$ cat src/rtl/gf2m_serial_mult.sv
//------------------------------------------------------------------------------
// Module      : gf2m_serial_mult
// Description : Bit-serial MSB-first GF(2^M) multiplier with valid/ready ports.
//               Optional multiply-accumulate (z = A*B ^ C) when the macro
//               GF2M_MULT_MAC_EN is defined.
// Revision    : 1.0 - initial release
//------------------------------------------------------------------------------
`default_nettype none

module gf2m_serial_mult #(
  parameter int            M    = 4,
  parameter logic [M-1:0]  POLY = 'h9
) (
  input  logic         clk,
  input  logic         rst,
  input  logic         in_valid,
  output logic         in_ready,
  input  logic [M-1:0] a,
  input  logic [M-1:0] b,
`ifdef GF2M_MULT_MAC_EN
  input  logic [M-1:0] c,
`endif
  output logic         out_valid,
  input  logic         out_ready,
  output logic [M-1:0] z,
  output logic         busy
);

  localparam int CW = $clog2(M);

  localparam logic [1:0]    c_st_idle  = 2'd0;
  localparam logic [1:0]    c_st_run   = 2'd1;
  localparam logic [1:0]    c_st_done  = 2'd2;
  localparam logic [CW-1:0] c_cnt_load = CW'(M - 1);

  logic [1:0]    r_state;
  logic [1:0]    w_state_nxt;
  logic [M-1:0]  r_a;
  logic [M-1:0]  r_b;
  logic [M-1:0]  r_acc;
  logic [M-1:0]  r_z;
  logic [CW-1:0] r_cnt;
  logic [M-1:0]  w_shift;
  logic [M-1:0]  w_step;
  logic [M-1:0]  w_res;
  logic          w_last;

  // Multiply-by-x with reduction, then conditionally add A for this bit of B.
  assign w_shift = {r_acc[M-2:0], 1'b0} ^ (r_acc[M-1] ? POLY : '0);
  assign w_step  = w_shift ^ (r_b[r_cnt] ? r_a : '0);
  assign w_last  = (r_cnt == '0);

`ifdef GF2M_MULT_MAC_EN
  logic [M-1:0] r_c;

  always_ff @(posedge clk) begin
    if (rst) begin
      r_c <= '0;
    end else if (r_state == c_st_idle && in_valid) begin
      r_c <= c;
    end
  end

  assign w_res = w_step ^ r_c;
`else
  assign w_res = w_step;
`endif

  // State register
  always_ff @(posedge clk) begin
    if (rst) begin
      r_state <= c_st_idle;
    end else begin
      r_state <= w_state_nxt;
    end
  end

  // Next-state logic
  always_comb begin
    w_state_nxt = r_state;
    case (r_state)
      c_st_idle: if (in_valid)  w_state_nxt = c_st_run;
      c_st_run:  if (w_last)    w_state_nxt = c_st_done;
      c_st_done: if (out_ready) w_state_nxt = c_st_idle;
      default:                  w_state_nxt = c_st_idle;
    endcase
  end

  // Output logic
  always_comb begin
    in_ready  = (r_state == c_st_idle);
    busy      = (r_state == c_st_run);
    out_valid = (r_state == c_st_done);
    z         = r_z;
  end

  // Datapath
  always_ff @(posedge clk) begin
    if (rst) begin
      r_a   <= '0;
      r_b   <= '0;
      r_acc <= '0;
      r_cnt <= '0;
      r_z   <= '0;
    end else begin
      case (r_state)
        c_st_idle: begin
          if (in_valid) begin
            r_a   <= a;
            r_b   <= b;
            r_acc <= '0;
            r_cnt <= c_cnt_load;
          end
        end
        c_st_run: begin
          r_acc <= w_step;
          // Count stops at zero rather than wrapping past the final step.
          if (!w_last) begin
            r_cnt <= r_cnt - 1'b1;
          end else begin
            r_z <= w_res;
          end
        end
        default: ;
      endcase
    end
  end

endmodule

`default_nettype wire
$ cat config.mk
export PLATFORM = sky130hd
export DESIGN_NAME = gf2m_serial_mult
export DESIGN_NICKNAME = d
export VERILOG_FILES = /design/src/rtl/gf2m_serial_mult.sv
export SDC_FILE = /design/constraint.sdc
export NUM_CORES = 1
export LEC_CHECK = 0
export CAP_MARGIN = 25
export CORE_MARGIN = 1.5
export CORE_UTILIZATION = 25
export CTS_BUF_LIST = sky130_fd_sc_hd__clkbuf_4
export DETAILED_ROUTE_END_ITERATION = 7
export GPL_ROUTABILITY_DRIVEN = 0
export MAX_ROUTING_LAYER = met4
export PLACE_DENSITY_LB_ADDON = 0.2
export SETUP_SLACK_MARGIN = 0.3
export SYNTH_ARGS = -nofsm -noshare
export SYNTH_HDL_FRONTEND = slang
export SYNTH_SLANG_ARGS = --single-unit
$ cat constraint.sdc
create_clock -name clk -period 1.68 [get_ports clk]
set_input_delay 0.168 -clock clk [delete_from_list [all_inputs] [get_ports clk]]
set_output_delay 0.168 -clock clk [all_outputs]
set_load 0.01 [all_outputs]
== Word-level counts from Yosys, hierarchy flattened ==
Index checks and enable logic that the tools add are counted.
W data, S select, Z words.

* Input port bits: 12
* Output and inout bits: 7
* Flip-flop bits (word level): 20

* Muxes and demuxes: 13
* Bitwise logic cells: 2
* Add/subtract/negate cells: 1
* Reduce and logical (&&, ||, !) cells: 8
* Eq/ne operators: 6
* Order comparisons: 1

{| class="wikitable"
|+ Operators with widths
! operator !! count
|-
| $mux W4 || 3
|-
| $mux W2 || 5
|-
| $pmux W4 S2 || 1
|-
| $xor A4 B4 Y4 || 2
|-
| $pmux W2 S3 || 1
|-
| $reduce_and A2 Y1 || 3
|-
| $reduce_and A3 Y1 || 2
|-
| $logic_not A2 Y1 || 2
|-
| $ne A2 B1 Y1 const B || 2
|-
| $ne A2 B2 Y1 const B || 2
|-
| $pmux W2 S2 || 1
|-
| $lt A2 B3 Y1 const B || 1
|-
| $bmux W1 S2 || 1
|-
| $eq A2 B1 Y1 const B || 1
|-
| $eq A2 B2 Y1 const B || 1
|-
| $reduce_bool A2 Y1 || 1
|-
| $sub A2 B1 Y2 const B || 1
|-
| $mux W1 || 1
|}

== Depth between registers and ports, before layout ==
Gate-level depths: netlist of run 1.

* Depth in word-level cells: 5
* Mapped depth: 6
* Mapped depth without buffers: 5

== Worst setup path before layout of run 1 ==
No wires, ideal clock.

* Path kind: reg-to-reg
* Start: register r_cnt[0]
* End: register r_acc[3]
* Cell stages (with the launch flop): 5
* Path slack: 157 ps
* Data arrival time: 1403 ps
* Library setup time: 119 ps
* Data required time: 1561 ps
* Path buffers: 0
* Cells stage by stage: dfxtp_1 mux4_2 a21o_1 a41oi_1 o21bai_1

* Word-level cells in the longest chain between the ends: 5

{| class="wikitable"
|+ RTL lines
! item !! RTL line !! RTL
|-
| from (decl) || 42 || <nowiki>logic [CW-1:0] r_cnt;</nowiki>
|-
| from (signal assigned) || 112 || <nowiki>r_cnt <= c_cnt_load;</nowiki>
|-
| from (signal assigned) || 119 || <nowiki>r_cnt <= r_cnt - 1'b1;</nowiki>
|-
| $bmux W1 S2 || 50 || <nowiki>assign w_step = w_shift ^ (r_b[r_cnt] ? r_a : '0);</nowiki>
|-
| $mux W1 (not written as such) || 50 ||
|-
| $mux W4 || 50 ||
|-
| $xor A4 B4 Y4 || 50 ||
|-
| $pmux W4 S2 || 106 || <nowiki>case (r_state)</nowiki>
|-
| to (signal assigned) || 116 || <nowiki>r_acc <= w_step;</nowiki>
|-
| to (decl) || 40 || <nowiki>logic [M-1:0] r_acc;</nowiki>
|}

No other way between the ends. The select of a mux whose other input is x is not followed.
A chain may end at the register's enable or synchronous reset.

== Final worst setup path of run 1 ==
Same ends and word-level chain as after synthesis.

==> flow_metrics.py, run 1 <==
metrics = {
    "status": {
        "status": "finished clean",
    },
    "timing": {
        "rsz0062_at_grt": "yes",
        "finalSetupViolCount": 0,
        "fin_crit_sh_pct": 91.9,
        "finalClockSkew_ns": 0.0106,
        "fmax_mhz": 647,
        "maxSlewViolCount": 0,
        "slew_headroom_pct": 86.4,
        "min_period_ns": 1.54,
        "setup-tns-final_ns": 0,
        "worstMarginPinSlew_ns": 0.205,
        "hold_violations": 0,
    },
    "floorplanning": {
        "dieArea_um2": 3730,
        "initial_core_util_pct": 26.9,
        "io_pins": 19,
        "die_x_um": 61.0,
        "num_rows": 20,
        "die_h_um": 61.0,
        "core_um2": 3130,
    },
    "pwr": {
        "irDropWorstVdd_uv": 298,
        "p_leak_uw": 0.000500,
        "power.density_nw_per_um2": 813,
        "finalPower_uw": 967,
    },
    "synth": {
        "synth-seq-cells": 20,
        "async_reset_ff_share_pct": 0,
        "ys_seq_area_share_pct": 47.5,
        "synthFlopType": "dfxtp_1",
        "synthCells": 92,
        "synth.distinct_cells": 26,
        "syn_nets": 105,
        "yosys_warnings": 0,
        "syn_area_um2": 842,
        "synth_edf_count": 0,
        "syn_avg_cell_area_um2": 9.15,
    },
    "route": {
        "vias": 691,
        "ant_nets": 0,
        "dr.pass1.iters": 2,
        "drc": 0,
        "drt-vias-per-instance": 4.35,
        "routedWlPerCell_um": 11.1,
        "drt_iter0_drc": 23,
        "drt_wl_total_um": 1770,
    },
    "place": {
        "dp_cells": 153,
        "dp_hpwl_um": 1320,
        "place_area_um2": 1090,
        "io_buffers": 18,
    },
    "grt": {
        "grt_usage_pct": 11.4,
        "grt_pass1_vias": 653,
        "grt_antenna_before_repair": 0,
        "overflow": 0,
        "grt_max_degree": 15,
        "grt_pass1_wl_um": 2960,
    },
    "final_layout": {
        "nets": 130,
        "drive_above_1_share_pct": 20.9,
        "finalNonFillerCells": 159,
        "area_delta_synth_final_pct": 41.3,
        "diodes": 0,
        "final_cell_area_um2": 1190,
    },
    "clock_network": {
        "cts_max_level": 1,
        "clkLatencyLatePin_ns": 0.29,
        "cts_hold_buf": 0,
        "clockBufferDepth": 2,
        "cts_tree": "done",
        "root_buffer": "clkbuf_4",
        "cts_sinks": 20,
        "numCtsBuffers": 3,
        "clk_pin_slew_ns": 0.11,
    },
    "critical_path": {
        "crit_type": "flip-flop to flip-flop",
        "worstPathMaxFanout": 6,
        "crit_path_end": "r_acc[3]",
        "ff2ff_setup_slack_ns": 0.14,
        "r2r_cells": 4,
        "start_kind": "flip-flop",
        "required_ns": 1.90,
        "crit_start": "r_cnt[0]",
        "r2r_end": "r_acc[3]",
        "worstPathArrival_ns": 1.77,
        "worstSetupEndpointType": "flip-flop",
        "rr_startpoint": "r_cnt[0]",
    },
    "run": {
        "cap_violations": 0,
    },
    "worst_hold_path": {
        "hold_class": "primary input to flip-flop",
    },
}
## stage by stage
stage | setup slack (ns) | util [%] | hold WS [ns]
global placement | 0.222 | 34.9 | 0.456
finish | 0.135 | 38.0 | 0.483
CTS | 0.123 | 37.1 | 0.470
global route | 0.0768 | 38.0 | 0.479
floorplan | 0.251 | - | 0.233
detailed placement | 0.189 | 34.9 | 0.467
## registers in the layout, indices dropped and copies added, names as in the netlist
name	count
r_acc	4
r_b	4
r_state	2
r_a	4
r_cnt	2
z	4
## synth_stat cells (2+ instances only)
cell / count / area [um2]
nand2_1: 7 / 26.3
xnor2_1: 2 / 17.5
dfxtp_1: 20 / 400
nor2b_1: 3 / 18.8
clkbuf_1: 2 / 7.51
and2_1: 2 / 12.5
a21oi_1: 5 / 25.0
xor2_1: 2 / 17.5
nor2_1: 14 / 52.6
o21ai_0: 6 / 30.0
inv_1: 6 / 22.5
a211oi_1: 2 / 15.0
mux2i_1: 8 / 80.1
## placed cells by master (no fill, tap or decap), types with 4 or more instances in the layout
master           synthesis  routed
dfxtp_1                 20      17
nor2_1                  14      14
clkdlybuf4s50_1          0      12
mux2i_1                  8       8
inv_1                    6       6
a21oi_1                  5       5
buf_4                    0       5
nand2_1                  7       4
o21ai_1                  0       4
## kinds of logic (layout without fill, tap and decap cells)
group | count (synthesis) | count (layout) | synth area share (%)
flops | 20 | 20 | 47.5
simple gates | 30 | 30 | 15.9
buf+inv | 9 | 32 | 4.16
fa+ha+maj | 1 | 1 | 1.49
xor+xnor | 4 | 4 | 4.16
compound gates | 19 | 19 | 14.6
mux | 9 | 9 | 12.2
## worst min-delay path by stage
stage / from / slack, ns / depth (start not counted) / end
2_1_floorplan: rst / 0.23 / 1 / r_cnt[0]
3_3_place_gp: r_cnt[0] / 0.46 / 1 / r_cnt[0]
3_5_place_dp: r_acc[1] / 0.47 / 2 / r_acc[1]
4_1_cts: r_acc[1] / 0.47 / 2 / r_acc[1]
5_1_grt: a[0] / 0.48 / 3 / r_a[0]
6_report: b[2] / 0.48 / 3 / r_b[2]
## cell type report
type	instances	area (um2)
inverters	6	22.5
clock buffers	3	22.5
repair buffers	23	221
multi-input cells	63	464
fillers	333	1940
flip-flops and latches	20	404
well taps	44	55.1
## per-layer routing
layer  routed length, um  track usage (%)
met1                 819             14.3
met2                 849             16.7
met3                  80             2.73
met4                  15             6.52
met5                   0                -
## critical path: stages, from the launching register on
cell	delay, ns
dfxtp_2	0.36
mux4_2	0.57
a21o_1	0.24
a211oi_2	0.18
o21bai_1	0.12
## where the power goes
| part | switching (uW) | internal [uW] |
|---|---|---|
| sequential | 23.7 | 509 |
| clock | 133 | 83.3 |
| combinational | 99.9 | 119 |
## timing repair
item | in CTS | in global routing
buffers inserted | 2 | 1
pin swaps | 11 | 1
setup endpoints to repair | 14 | 14
resized for setup | 16 | 7
No activity file was read; power rests on OpenSTA's default activity.
==> run 2, diff against run 1 <==
- CAP_MARGIN: 25 -> 10
- CTS_BUF_LIST: sky130_fd_sc_hd__clkbuf_4 -> sky130_fd_sc_hd__clkbuf_8
==> flow_metrics.py, run 2 (synthesis results as in run 1) <==
metrics = {
    "pwr": {
        "p_leak_uw": 0.000456,
        "power_frac_seq_pct": 50.4,
        "p_clk_share_pct": 29.7,
        "netSwitchingFraction_pct": 25.8,
        "irDropWorstVdd_uv": 254,
        "comb_power_share_pct": 19.9,
        "internal-power_uw": 783,
        "power.switching_uw": 272,
        "power.density_nw_per_um2": 903,
    },
    "status": {
        "status": "finished clean",
    },
    "critical_path": {
        "cp_cell_sequence": "mux4_2 -> a21o_1 -> a211oi_2 -> o21bai_1",
        "crit_type": "flip-flop to flip-flop",
        "max_stage_delay_ns": 0.57,
        "worstPathArrival_ns": 1.70,
        "required_ns": 1.87,
        "start_kind": "flip-flop",
        "worstPathMaxFanout": 7,
        "critPathSlowestCell": "mux4_2",
        "worstSetupEndpointType": "flip-flop",
    },
    "floorplanning": {
        "dieArea_um2": 3730,
        "core_um2": 3130,
        "io_pins": 19,
        "die_x_um": 61.0,
        "num_rows": 20,
        "initial_core_util_pct": 26.9,
        "die_h_um": 61.0,
    },
    "clock_network": {
        "cts_max_level": 1,
        "clkLatencyLatePin_ns": 0.26,
        "cts_sinks": 20,
        "clockBufferDepth": 2,
        "numCtsBuffers": 3,
        "cts_tree": "done",
        "root_buffer": "clkbuf_8",
        "clk_pin_slew_ns": 0.07,
    },
    "final_layout": {
        "nets": 129,
        "fillers": 341,
        "diodes": 0,
        "final_cell_area_um2": 1170,
        "drive_above_1_share_pct": 14.0,
        "layout_commonest_cell": "dfxtp_1",
        "area_delta_synth_final_pct": 38.8,
        "layout_common_cells": "18 x dfxtp_1, 15 x clkdlybuf4s50_1, 14 x nor2_1, 8 x mux2i_1, 7 x nand2_1",
    },
    "timing": {
        "worstMarginPinSlew_ns": 0.277,
        "fin_crit_sh_pct": 89.7,
        "slew_headroom_pct": 81.5,
        "hold_violations": 0,
        "min_period_ns": 1.51,
        "setup-tns-final_ns": 0,
        "maxSlewViolCount": 0,
        "layout_setup_ws_ns": 0.173,
        "finalSetupViolCount": 0,
        "rsz0062_at_grt": "yes",
        "fmax_mhz": 663,
        "finalClockSkew_ns": 0.00264,
    },
    "place": {
        "dp_hpwl_um": 1320,
        "io_buffers": 18,
        "place_area_um2": 1090,
        "post-place-ws_ns": 0.189,
    },
    "route": {
        "drc": 0,
        "ant_nets": 0,
        "drt_wl_total_um": 1830,
        "routedWlPerCell_um": 11.6,
        "drt_iter0_drc": 10,
        "drt-vias-per-instance": 4.35,
        "vias": 688,
        "dr.pass1.iters": 2,
    },
    "grt": {
        "overflow": 0,
        "grt_max_degree": 15,
        "grt_usage_pct": 11.8,
        "grt_pass1_wl_um": 3010,
        "grt_antenna_before_repair": 0,
        "grt_pass1_vias": 652,
    },
    "worst_hold_path": {
        "hold_class": "flip-flop to flip-flop",
    },
    "run": {
        "cap_violations": 0,
    },
}
[run 2: changes by cell type in the layout (fill, tap and decap cells not counted), sizes merged]
cell,previous run,this run
dlygate4sd2,3,2
buf,5,4
dlymetal6s2s,3,1
clkdlybuf4s50,12,15
[run 2: worst paths after layout]
path | startpoint | endpoint | slack, ns | cells past startpoint
hold reg to reg | r_acc[0] | r_acc[0] | 0.47 | 2
setup reg to reg | r_cnt[0] | r_acc[3] | 0.17 | 4
hold / removal | r_acc[0] | r_acc[0] | 0.47 | 2
setup / recovery | r_cnt[0] | r_acc[3] | 0.17 | 4
[run 2: repair_timing]
action / 4_1_cts / 5_1_grt
resized for setup: 8 / 2
setup buffers: 2 / 0
pin swaps: 2 / 2
hold buffers: 0 / 0
endpoints found under the setup margin: 12 / 10
[run 2: power groups by stage]
stage / Clock, uW / Sequential, uW / Combinational, uW
floorplan: 0 / 540 / 114
global placement: 0 / 542 / 193
detailed placement: 0 / 543 / 197
CTS: 319 / 531 / 209
global route: 344 / 537 / 232
finish: 313 / 531 / 210
[run 2: layout make-up]
cell class / instances / area, um2 / area share [%]
Clock buffer: 3 / 41.3 / 3.53
Tap cell: 44 / 55.1 / 4.71
Inverter: 6 / 22.5 / 1.93
Multi-Input combinational cell: 63 / 437 / 37.4
Timing Repair Buffer: 22 / 210 / 18.0
Sequential cell: 20 / 403 / 34.5
[run 2: through the flow]
step	hold WS, ns	cells	total power [uW]	utilization, %
after floorplan	0.233	92	654	-
after global placement	0.456	153	735	34.9
after detailed placement	0.467	153	739	34.9
after CTS	0.471	158	1060	37.1
after global routing	0.484	158	1110	37.4
final	0.468	158	1060	37.4
[run 2: worst max-delay path: cells and delay by family (launching register included)]
family | cells | cell delay [ns]
DFF | 1 | 0.35
AOI/OAI and AO/OA | 3 | 0.53
muxes | 1 | 0.57
[run 2: metal layers]
| metal | global-route usage (%) | vias up | share of wire [%] |
|---|---|---|---|
| met5 | - | - | 0 |
| met4 | 7.45 | 0 | 2.4 |
| met3 | 2.73 | 5 | 5.2 |
| met2 | 17.5 | 15 | 46 |
| met1 | 14.3 | 309 | 46 |
| li1 | - | 359 | - |
